$ cat config.mk
export PLATFORM = sky130hd
export DESIGN_NAME = picorv32_alu_issue
export DESIGN_NICKNAME = d
export VERILOG_FILES = /design/src/rtl/picorv32_alu_issue_pkg.sv /design/src/rtl/picorv32_alu_issue_regfile.sv /design/src/rtl/picorv32_alu_issue.sv
export SDC_FILE = /design/constraint.sdc
export NUM_CORES = 1
export LEC_CHECK = 0
export CORE_MARGIN = 5
export CORE_UTILIZATION = 50
export CTS_BUF_LIST = sky130_fd_sc_hd__clkbuf_8
export CTS_CLUSTER_SIZE = 24
export DETAILED_ROUTE_END_ITERATION = 6
export PLACE_DENSITY_LB_ADDON = 0.12
export SETUP_SLACK_MARGIN = 0.15
export SYNTH_ARGS = -nofsm -noshare
export SYNTH_HDL_FRONTEND = slang
export SYNTH_SLANG_ARGS = --single-unit
$ cat constraint.sdc
create_clock -name clk -period 4.46 [get_ports clk]
set_clock_uncertainty 0.05 [all_clocks]
set_input_delay 0.892 -clock clk [delete_from_list [all_inputs] [get_ports clk]]
set_output_delay 0.892 -clock clk [all_outputs]
set_load 0.1 [all_outputs]
$ cat src/rtl/picorv32_alu_issue_pkg.sv
// Shared encodings for the ALU issue stage: RV32I opcode/funct fields, ALU op
// select and the instruction decoder used by the issue logic.
package picorv32_alu_issue_pkg;

  localparam logic [6:0] OPC_OP     = 7'b0110011;
  localparam logic [6:0] OPC_OP_IMM = 7'b0010011;

  localparam logic [2:0] F3_ADD = 3'b000;
  localparam logic [2:0] F3_SLL = 3'b001;
  localparam logic [2:0] F3_XOR = 3'b100;
  localparam logic [2:0] F3_SR  = 3'b101;
  localparam logic [2:0] F3_OR  = 3'b110;
  localparam logic [2:0] F3_AND = 3'b111;

  localparam logic [6:0] F7_BASE = 7'b0000000;
  localparam logic [6:0] F7_ALT  = 7'b0100000;

  typedef enum logic [3:0] {
    ALU_NONE,
    ALU_ADD,
    ALU_SUB,
    ALU_AND,
    ALU_OR,
    ALU_XOR,
    ALU_SLL,
    ALU_SRL,
    ALU_SRA
  } alu_op_e;

  typedef enum logic [1:0] {
    OP2_RS2,
    OP2_IMM,
    OP2_SHAMT
  } op2_sel_e;

  typedef struct packed {
    alu_op_e  op;
    logic     uses_rs2;
    op2_sel_e op2_sel;
  } dec_t;

  // ALU_NONE in the result marks an unsupported encoding.
  function automatic dec_t decode(input logic [6:0] opc, input logic [2:0] f3,
                                  input logic [6:0] f7, input logic en_imm);
    dec_t d;
    d.op       = ALU_NONE;
    d.uses_rs2 = 1'b0;
    d.op2_sel  = OP2_RS2;
    if (opc == OPC_OP) begin
      d.uses_rs2 = 1'b1;
      case (f3)
        F3_ADD: if (f7 == F7_BASE) d.op = ALU_ADD; else if (f7 == F7_ALT) d.op = ALU_SUB;
        F3_SR:  if (f7 == F7_BASE) d.op = ALU_SRL; else if (f7 == F7_ALT) d.op = ALU_SRA;
        F3_SLL: if (f7 == F7_BASE) d.op = ALU_SLL;
        F3_XOR: if (f7 == F7_BASE) d.op = ALU_XOR;
        F3_OR:  if (f7 == F7_BASE) d.op = ALU_OR;
        F3_AND: if (f7 == F7_BASE) d.op = ALU_AND;
        default: d.op = ALU_NONE;
      endcase
    end else if (opc == OPC_OP_IMM && en_imm) begin
      d.op2_sel = OP2_IMM;
      case (f3)
        F3_ADD: d.op = ALU_ADD;
        F3_XOR: d.op = ALU_XOR;
        F3_OR:  d.op = ALU_OR;
        F3_AND: d.op = ALU_AND;
        F3_SLL: begin
          d.op2_sel = OP2_SHAMT;
          if (f7 == F7_BASE) d.op = ALU_SLL;
        end
        F3_SR: begin
          d.op2_sel = OP2_SHAMT;
          if (f7 == F7_BASE) d.op = ALU_SRL; else if (f7 == F7_ALT) d.op = ALU_SRA;
        end
        default: d.op = ALU_NONE;
      endcase
    end
    return d;
  endfunction

endpackage

$ cat src/rtl/picorv32_alu_issue_regfile.sv
// Integer register file: two asynchronous read ports, one synchronous write
// port, x0 reads as zero. Not reset.
module picorv32_alu_regfile
  #(parameter int unsigned NREGS = 32)
  (
    input  logic        clk,
    input  logic        we,
    input  logic [4:0]  waddr,
    input  logic [31:0] wdata,
    input  logic [4:0]  raddr1,
    input  logic [4:0]  raddr2,
    output logic [31:0] rdata1,
    output logic [31:0] rdata2
  );

  localparam int unsigned AW = $clog2(NREGS);

  logic [31:0] mem [NREGS];
  logic        w_in_range, r1_in_range, r2_in_range;

  // Only 16- or 32-entry files are built, so bit 4 decides the range.
  always_comb begin
    w_in_range  = (NREGS > 16) || !waddr[4];
    r1_in_range = (NREGS > 16) || !raddr1[4];
    r2_in_range = (NREGS > 16) || !raddr2[4];
    rdata1 = (raddr1 != '0 && r1_in_range) ? mem[raddr1[AW-1:0]] : '0;
    rdata2 = (raddr2 != '0 && r2_in_range) ? mem[raddr2[AW-1:0]] : '0;
  end

  always_ff @(posedge clk) begin
    if (we && waddr != '0 && w_in_range)
      mem[waddr[AW-1:0]] <= wdata;
  end

endmodule

$ cat src/rtl/picorv32_alu_issue.sv
// Decode/issue stage ahead of the picorv32 ALU: decodes OP/OP-IMM words,
// reads operands with writeback bypass, tracks pending destinations.
module picorv32_alu_issue
  import picorv32_alu_issue_pkg::*;
  #(
    parameter bit ENABLE_REGS_16_31 = 1'b1,
    parameter bit ENABLE_IMM        = 1'b1
  )
  (
    input  logic        clk,
    input  logic        resetn,
    input  logic        insn_valid,
    output logic        insn_ready,
    input  logic [31:0] insn_data,
    output logic        alu_valid,
    input  logic        alu_ready,
    output logic [31:0] reg_op1,
    output logic [31:0] reg_op2,
    output logic [4:0]  alu_rd,
    output logic        instr_add,
    output logic        instr_sub,
    output logic        instr_and,
    output logic        instr_or,
    output logic        instr_xor,
    output logic        instr_sll,
    output logic        instr_srl,
    output logic        instr_sra,
    input  logic        wb_valid,
    input  logic [4:0]  wb_rd,
    input  logic [31:0] wb_data,
    output logic        insn_illegal
  );

  logic [4:0]  rs1, rs2, rd;
  dec_t        dec;
  logic        legal, hazard, accept, issue, wb_we;
  logic [31:0] rf_rd1, rf_rd2, op1, op2;

  logic        alu_valid_q, alu_valid_d;
  alu_op_e     op_q, op_d;
  logic [31:0] reg_op1_q, reg_op1_d, reg_op2_q, reg_op2_d;
  logic [4:0]  alu_rd_q, alu_rd_d;
  logic        insn_illegal_q, insn_illegal_d;
  logic [31:0] pending_q, pending_d;

  assign rs1 = insn_data[19:15];
  assign rs2 = insn_data[24:20];
  assign rd  = insn_data[11:7];

  picorv32_alu_regfile #(.NREGS(ENABLE_REGS_16_31 ? 32 : 16)) u_regfile (
    .clk    (clk),
    .we     (wb_we),
    .waddr  (wb_rd),
    .wdata  (wb_data),
    .raddr1 (rs1),
    .raddr2 (rs2),
    .rdata1 (rf_rd1),
    .rdata2 (rf_rd2)
  );

  always_comb begin
    dec   = decode(insn_data[6:0], insn_data[14:12], insn_data[31:25], ENABLE_IMM);
    legal = (dec.op != ALU_NONE) &&
            (ENABLE_REGS_16_31 || !(rd[4] || rs1[4] || (dec.uses_rs2 && rs2[4])));

    wb_we = wb_valid && wb_rd != '0 && (ENABLE_REGS_16_31 || !wb_rd[4]);

    // A writeback landing this cycle resolves the hazard it would clear.
    hazard = (pending_q[rs1] && !(wb_valid && wb_rd == rs1)) ||
             (dec.uses_rs2 && pending_q[rs2] && !(wb_valid && wb_rd == rs2));

    insn_ready = (!alu_valid_q || alu_ready) && !hazard;
    accept     = insn_valid && insn_ready;
    issue      = accept && legal;

    op1 = (wb_valid && wb_rd == rs1 && rs1 != '0) ? wb_data : rf_rd1;
    case (dec.op2_sel)
      OP2_IMM:   op2 = {{20{insn_data[31]}}, insn_data[31:20]};
      OP2_SHAMT: op2 = {27'b0, insn_data[24:20]};
      default:   op2 = (wb_valid && wb_rd == rs2 && rs2 != '0) ? wb_data : rf_rd2;
    endcase
  end

  always_comb begin
    alu_valid_d = alu_valid_q;
    op_d        = op_q;
    reg_op1_d   = reg_op1_q;
    reg_op2_d   = reg_op2_q;
    alu_rd_d    = alu_rd_q;
    pending_d   = pending_q;

    if (alu_valid_q && alu_ready) begin
      alu_valid_d = 1'b0;
      op_d        = ALU_NONE;
    end
    if (issue) begin
      alu_valid_d = 1'b1;
      op_d        = dec.op;
      reg_op1_d   = op1;
      reg_op2_d   = op2;
      alu_rd_d    = rd;
    end

    insn_illegal_d = accept && !legal;

    // Set after clear so a same-cycle issue to the written register stays pending.
    if (wb_we)
      pending_d[wb_rd] = 1'b0;
    if (issue && rd != '0)
      pending_d[rd] = 1'b1;
    pending_d[0] = 1'b0;
  end

  always_ff @(posedge clk) begin
    if (!resetn) begin
      alu_valid_q    <= 1'b0;
      op_q           <= ALU_NONE;
      reg_op1_q      <= '0;
      reg_op2_q      <= '0;
      alu_rd_q       <= '0;
      insn_illegal_q <= 1'b0;
      pending_q      <= '0;
    end else begin
      alu_valid_q    <= alu_valid_d;
      op_q           <= op_d;
      reg_op1_q      <= reg_op1_d;
      reg_op2_q      <= reg_op2_d;
      alu_rd_q       <= alu_rd_d;
      insn_illegal_q <= insn_illegal_d;
      pending_q      <= pending_d;
    end
  end

  assign alu_valid    = alu_valid_q;
  assign reg_op1      = reg_op1_q;
  assign reg_op2      = reg_op2_q;
  assign alu_rd       = alu_rd_q;
  assign insn_illegal = insn_illegal_q;
  assign instr_add    = (op_q == ALU_ADD);
  assign instr_sub    = (op_q == ALU_SUB);
  assign instr_and    = (op_q == ALU_AND);
  assign instr_or     = (op_q == ALU_OR);
  assign instr_xor    = (op_q == ALU_XOR);
  assign instr_sll    = (op_q == ALU_SLL);
  assign instr_srl    = (op_q == ALU_SRL);
  assign instr_sra    = (op_q == ALU_SRA);

endmodule

# After elaboration in Yosys (flattened, before gate mapping)
# Memory sizes are Yosys's and may differ from the RTL's.
# Index checks and enable logic that the tools add are counted.
dict set report classes {
  mul 0
  div_mod_pow 0
  mux 37
  shifts 0
  n_lt_le_gt_ge 6
  eq_ne 20
  n_addsub 0
  reduce_logical 33
  n_bitwise 3
}
# operator count
set ops {}
lappend ops {{$mux 32} 6}
lappend ops {{$pmux 32 s2} 1}
lappend ops {{$pmux 4 s6} 2}
lappend ops {{$and 32x32->32} 1}
lappend ops {{$not 32->32} 1}
lappend ops {{$or 32x32->32} 1}
lappend ops {{$lt 5x6->1 const B} 4}
lappend ops {{$mux 4} 6}
lappend ops {{$reduce_bool 5->1} 4}
lappend ops {{$logic_and 1x1->1} 17}
lappend ops {{$eq 4x3->1 const B} 4}
lappend ops {{$eq 7x6->1 const B} 2}
lappend ops {{$eq 3x3->1 const B} 4}
lappend ops {{$mux 2} 6}
lappend ops {{$bmux 1 s5} 2}
lappend ops {{$demux 1 s5} 2}
lappend ops {{$eq 5x5->1} 2}
lappend ops {{$ge 5x1->1 const B} 2}
lappend ops {{$mux 1} 9}
lappend ops {{$mux 3} 3}
lappend ops {{$eq 4x2->1 const B} 2}
lappend ops {{$eq 7x5->1 const B} 1}
lappend ops {{$logic_not 7->1} 1}
lappend ops {{$logic_not 1->1} 5}
lappend ops {{10 further kinds} 11}
dict set report word_totals {
  rom_bits 0
  regBits 107
  memories 1
  latchBits 0
  elab_cells 108
  ram_bits 1024
}
# memory words word_bits rd rd_ports_with_merged_regs wr line_no
set mem_list {}
lappend mem_list {u_regfile.mem 32 32 2 0 1 picorv32_alu_issue_regfile.sv:18} ;# logic [31:0] mem [NREGS];

# Logic depth before layout (Yosys ltp)
dict set report logic_depth {
  depth_word 11
  mapped_depth 13
  depth_no_buf 11
}

# Cells and area by module
# A second synthesis with hierarchy kept.
dict set report hier_totals {
  cells_unflattened 3301
  hier_area_um2 54477.2
}
# module seq_area_each_um2 instances cells_per_inst area_per_inst_um2
set by_module_without_submodules {}
lappend by_module_without_submodules {picorv32_alu_regfile 30749.5 1 2564 47904.7}
lappend by_module_without_submodules {picorv32_alu_issue 2122.0 1 737 6572.6}

# Worst setup path after synthesis
# Ideal clock, no wire load.
dict set report synth_path {
  kind {flip-flop to output port}
  from {register op_q[0]}
  to {output instr_sra}
  path_stages_with_launch 2
  t_arrival_ps 3498
  required_time_ps 3518
  setup_slack_ps 20
  cell_sequence {dfxtp_1 -> nor4b_1}
}
dict set report synth_between {
  elab_chain_cells 1
}
# element line_no
set synth_rtl {}
lappend synth_rtl {{start: declaration} picorv32_alu_issue.sv:40} ;# alu_op_e op_q, op_d;
lappend synth_rtl {{start signal: assignment} picorv32_alu_issue.sv:125} ;# op_q <= op_d;
lappend synth_rtl {{$eq 4x4->1} picorv32_alu_issue.sv:146} ;# assign instr_sra = (op_q == ALU_SRA);
lappend synth_rtl {{end: declaration} picorv32_alu_issue.sv:27} ;# output logic instr_sra,
# No other way between the ends.

# Final worst setup path
dict set report layout_path {
  from {register pending_q[7]}
  to {output insn_ready}
}
dict set report layout_between {
  elab_chain_cells 7
}
# element line_no
set layout_rtl {}
lappend layout_rtl {{start: declaration} picorv32_alu_issue.sv:44} ;# logic [31:0] pending_q, pending_d;
lappend layout_rtl {{start signal: assignment} picorv32_alu_issue.sv:130} ;# pending_q <= pending_d;
lappend layout_rtl {{$bmux 1 s5} picorv32_alu_issue.sv:70} ;# (dec.uses_rs2 && pending_q[rs2] && !(wb_valid && wb_rd == rs2));
lappend layout_rtl {{$mux 1 (not written as such)} picorv32_alu_issue.sv:70}
lappend layout_rtl {{$logic_and 1x1->1 (2 in series)} picorv32_alu_issue.sv:70}
lappend layout_rtl {{$logic_or 1x1->1 *} picorv32_alu_issue.sv:69} ;# hazard = (pending_q[rs1] && !(wb_valid && wb_rd == rs1)) ||
lappend layout_rtl {{$logic_not 1->1 *} picorv32_alu_issue.sv:72} ;# insn_ready = (!alu_valid_q || alu_ready) && !hazard;
lappend layout_rtl {{$logic_and 1x1->1 *} picorv32_alu_issue.sv:72}
lappend layout_rtl {{end: declaration} picorv32_alu_issue.sv:13} ;# output logic insn_ready,
# Mark *: on every way between the ends. The rest lies on a longest branch, timed or not. The select of a mux whose other input is x is not followed.

==> summary.md <==
| Metric | Value |
|---|---|
| Chip Width | 333.7 um |
| Async S/R FF share, synth | 0 |
| Period utilization | 0.9229 |
| Remaining DRCs | 0 |
| Synth warn | 0 |
| Psw | 5.536 mW |
| Status | complete, no violations |
| Fillers | 7809 |
| H-tree levels | 4 |
| Wirelength per Cell | 36.21 um |
| WS Path Type | flip-flop to primary output |
| Post-DRT Antenna Nets | 0 |
| Total track usage | 0.3087 |
| Initial antenna violation count | 6 |
| First-pass GRT wire length | 246.4 mm |
| Worst relative slew slack | 0.1527 |
| Hold_buf cts | 0 |
| Part of the power in registers | 0.515 |
| Leakage | 19.62 nW |
| Layout cell share with drive strength beyond 1 | 0.2897 |
| Max IR drop VDD | 0.1950 mV |
| Setup Buffers After CTS | 0 |
| Internal power | 17.28 mW |
| Buf/Inv on CP | 1 |
| Largest net degree at the start of global routing | 136 |
| Cells after synthesis | 2995 |
| Clock tree buffer depth | 3 |
| Clock sinks | 1130 |
| Final Critical Period | 4.116 ns |
| CP startpoint kind | flip-flop |
| Port Buffers | 153 |
| Synthesized cell area | 0.05238 mm^2 |
| Drt via density | 6.989 |
| Die area | 0.1113 mm^2 |
| Unrepaired setup endpoints after global routing | no |
| # IOs | 154 |
| Max stage delay on crit path | 0.50 ns |
| Worst-Margin Slew | 1.270 ns |
| Die H | 333.7 um |
| Via count | 33.72k |
| Critical path's top delay family | multiplexers |
| EDFF count, synth | 1024 |
| Dominant synthesized flop cell | edfxtp_1 |
| Final instance area | 0.06052 mm^2 |
| # Max-Cap Violations | 0 |
| CTS Root Cell | clkbuf_8 |
| Pre-antenna DRT Iters | 6 |
| CTS tree | done |
| Sw frac | 0.2427 |
| Sequential element share of the synthesized area | 0.6276 |
| Max-slew violation total from the final report | 0 |
| Clock latency at the later pin of the worst-skew pair | 0.88 ns |
| Final setup TNS | 0 ns |
| TritonCTS buffer count | 187 |
| Vias in the first global route | 33.75k |
| Nets | 3368 |
| # rows | 118 |
| HPWL after detailed placement | 100.7 mm |
| Synth cell types | 65 |
| Total gr overflow | 0 |
| Most frequent cells in the layout | edfxtp_1 (1024), mux4_2 (472), mux2i_1 (206) |
| Worst hold path class | flip-flop to flip-flop |
| Worst EP required | 3.52 ns |
| Crit Path Max Fanout | 4 |
| CP Cell Sequence | mux4_2 -> mux2_2 -> a221oi_1 -> nor4_2 -> nor2b_4 -> and2_1 -> buf_12 |
| Initial core utilization | 0.5046 |
| Slowest CP cell | a221oi_1 |
| Reg clk slew, reported paths | 0.06 ns |
| Crit path DAT | 3.17 ns |
| Avg Synthesized Cell Area | 17.49 um^2 |
| Fmax | 243.0 MHz |
| WHS | 0.4077 ns |
| #FFs+latches synth | 1130 |
| Pwr Density | 377.0 mW/mm^2 |
| Core Area | 0.1038 mm^2 |
| Placed cell area | 0.05686 mm^2 |
| Setup crit end kind | primary output |
| Clock Power Share | 0.394 |
| Post-CTS Resized | 0 |
| Commonest non-fill, non-tap cell in the layout | edfxtp_1 |
| Final setup viols | 0 |
| GPL Wtd Cong | 0.8803 |
| Final Hold Fails | 0 |
| Drt first-iter violations | 4462 |
| Area Overhead vs Synth | 15.54% |
| Comb power frac | 0.091 |
| Final WL | 174.7 mm |
| Final Power | 22.81 mW |
-- state kept, by name, summed over array words and instances, names as in the netlist --
register       count
u_regfile.mem   1024
reg_op1           32
reg_op2           32
pending_q         31
alu_rd             5
insn_illegal       1
op_q               4
alu_valid          1
-- tightest hold or removal path: stages (launching register included) --
cell     delay (ns)
dfxtp_1        0.31
nand2_1        0.05
mux2i_1        0.05
-- cell families after synthesis --
| group | after synthesis | synth area share |
|---|---|---|
| other | 1 | 0.00007160 |
| buffers and inverters | 258 | 0.02229 |
| AOI/OAI and AO/OA | 538 | 0.06940 |
| adders and majority gates | 2 | 0.0004777 |
| muxes | 683 | 0.2437 |
| and+or+nand+nor | 373 | 0.03478 |
| DFF | 1130 | 0.6276 |
| xor gates and xnor gates | 10 | 0.001672 |
-- power groups by stage --
stage | clock (mW) | combinational (mW) | sequential (mW)
after global routing | 9.59 | 2.18 | 11.8
after CTS | 9.12 | 2.06 | 11.7
after floorplan | 0 | 1.19 | 12.0
after global placement | 0 | 2.03 | 11.9
final | 8.98 | 2.08 | 11.7
after detailed placement | 0 | 2.05 | 12.0
-- Yosys cell counts, drive strengths merged (4+ instances only) --
library cell | n | area, um^2
and2 | 6 | 37.54
mux4 | 473 | 10660
o211ai | 68 | 510.5
nand2b | 14 | 87.58
mux2 | 4 | 45.04
dfxtp | 106 | 2122
a21o | 7 | 52.55
mux2i | 206 | 2062
inv | 9 | 33.78
clkbuf | 134 | 503.0
o21ai | 56 | 280.3
nand2 | 136 | 510.5
a32o | 5 | 50.05
a21boi | 6 | 45.04
edfxtp | 1024 | 30750
a22oi | 147 | 1104
o22ai | 103 | 644.4
and3 | 6 | 37.54
a32oi | 5 | 43.79
a21oi | 64 | 320.3
a31oi | 36 | 225.2
nor4 | 5 | 37.53
buf | 115 | 630.6
a41oi | 14 | 122.6
nand4 | 5 | 37.53
nor3 | 42 | 210.2
nor2b | 18 | 120.1
nand3 | 27 | 135.1
nor2 | 62 | 232.7
a221oi | 7 | 61.31
xor2 | 4 | 35.03
or2 | 34 | 212.7
o2111ai | 5 | 43.79
nor3b | 5 | 42.54
xnor2 | 6 | 52.55
-- through the flow --
| stage | setup slack, ns | utilization | std cells |
|---|---|---|---|
| final | 0.3440 | 0.5830 | 4824 |
| after global routing | 0.2778 | 0.5830 | 4823 |
| after CTS | 0.3098 | 0.5830 | 4822 |
| after detailed placement | 0.1539 | 0.5478 | 4483 |
| after global placement | 0.1576 | 0.5478 | 4483 |
| after floorplan | 0.3813 | - | 3026 |
-- per-layer routing --
layer | vias up | global-route usage | share of wire
met5 | - | 0 | 0
met4 | 0 | 0.1115 | 0.037
met3 | 391 | 0.08716 | 0.12
met2 | 2309 | 0.4762 | 0.47
met1 | 17740 | 0.4266 | 0.38
li1 | 13280 | - | -
-- cell type report --
cell class / instances / area, um^2 / area share
timing repair buffer: 326 / 3463 / 0.05723
antenna: 2 / 5.005 / 0.00008270
tap: 1380 / 1727 / 0.02853
inverter: 9 / 33.78 / 0.0005582
sequential: 1130 / 32870 / 0.5432
clock buffer: 204 / 2808 / 0.04640
multi-input combinational: 1638 / 18760 / 0.3100
clock inverter: 135 / 845.8 / 0.01398
-- path summary, 6_finish.rpt --
path | startpoint | to | slack [ns] | cells after the start
worst min-delay path | reg_op1[26] | reg_op1[26] | 0.41 | 2
worst max-delay path | pending_q[7] | insn_ready | 0.34 | 7
worst min register to register | reg_op1[26] | reg_op1[26] | 0.41 | 2
worst max register to register | pending_q[7] | reg_op2[17] | 1.40 | 7
(Power assumes the default switching activity.)
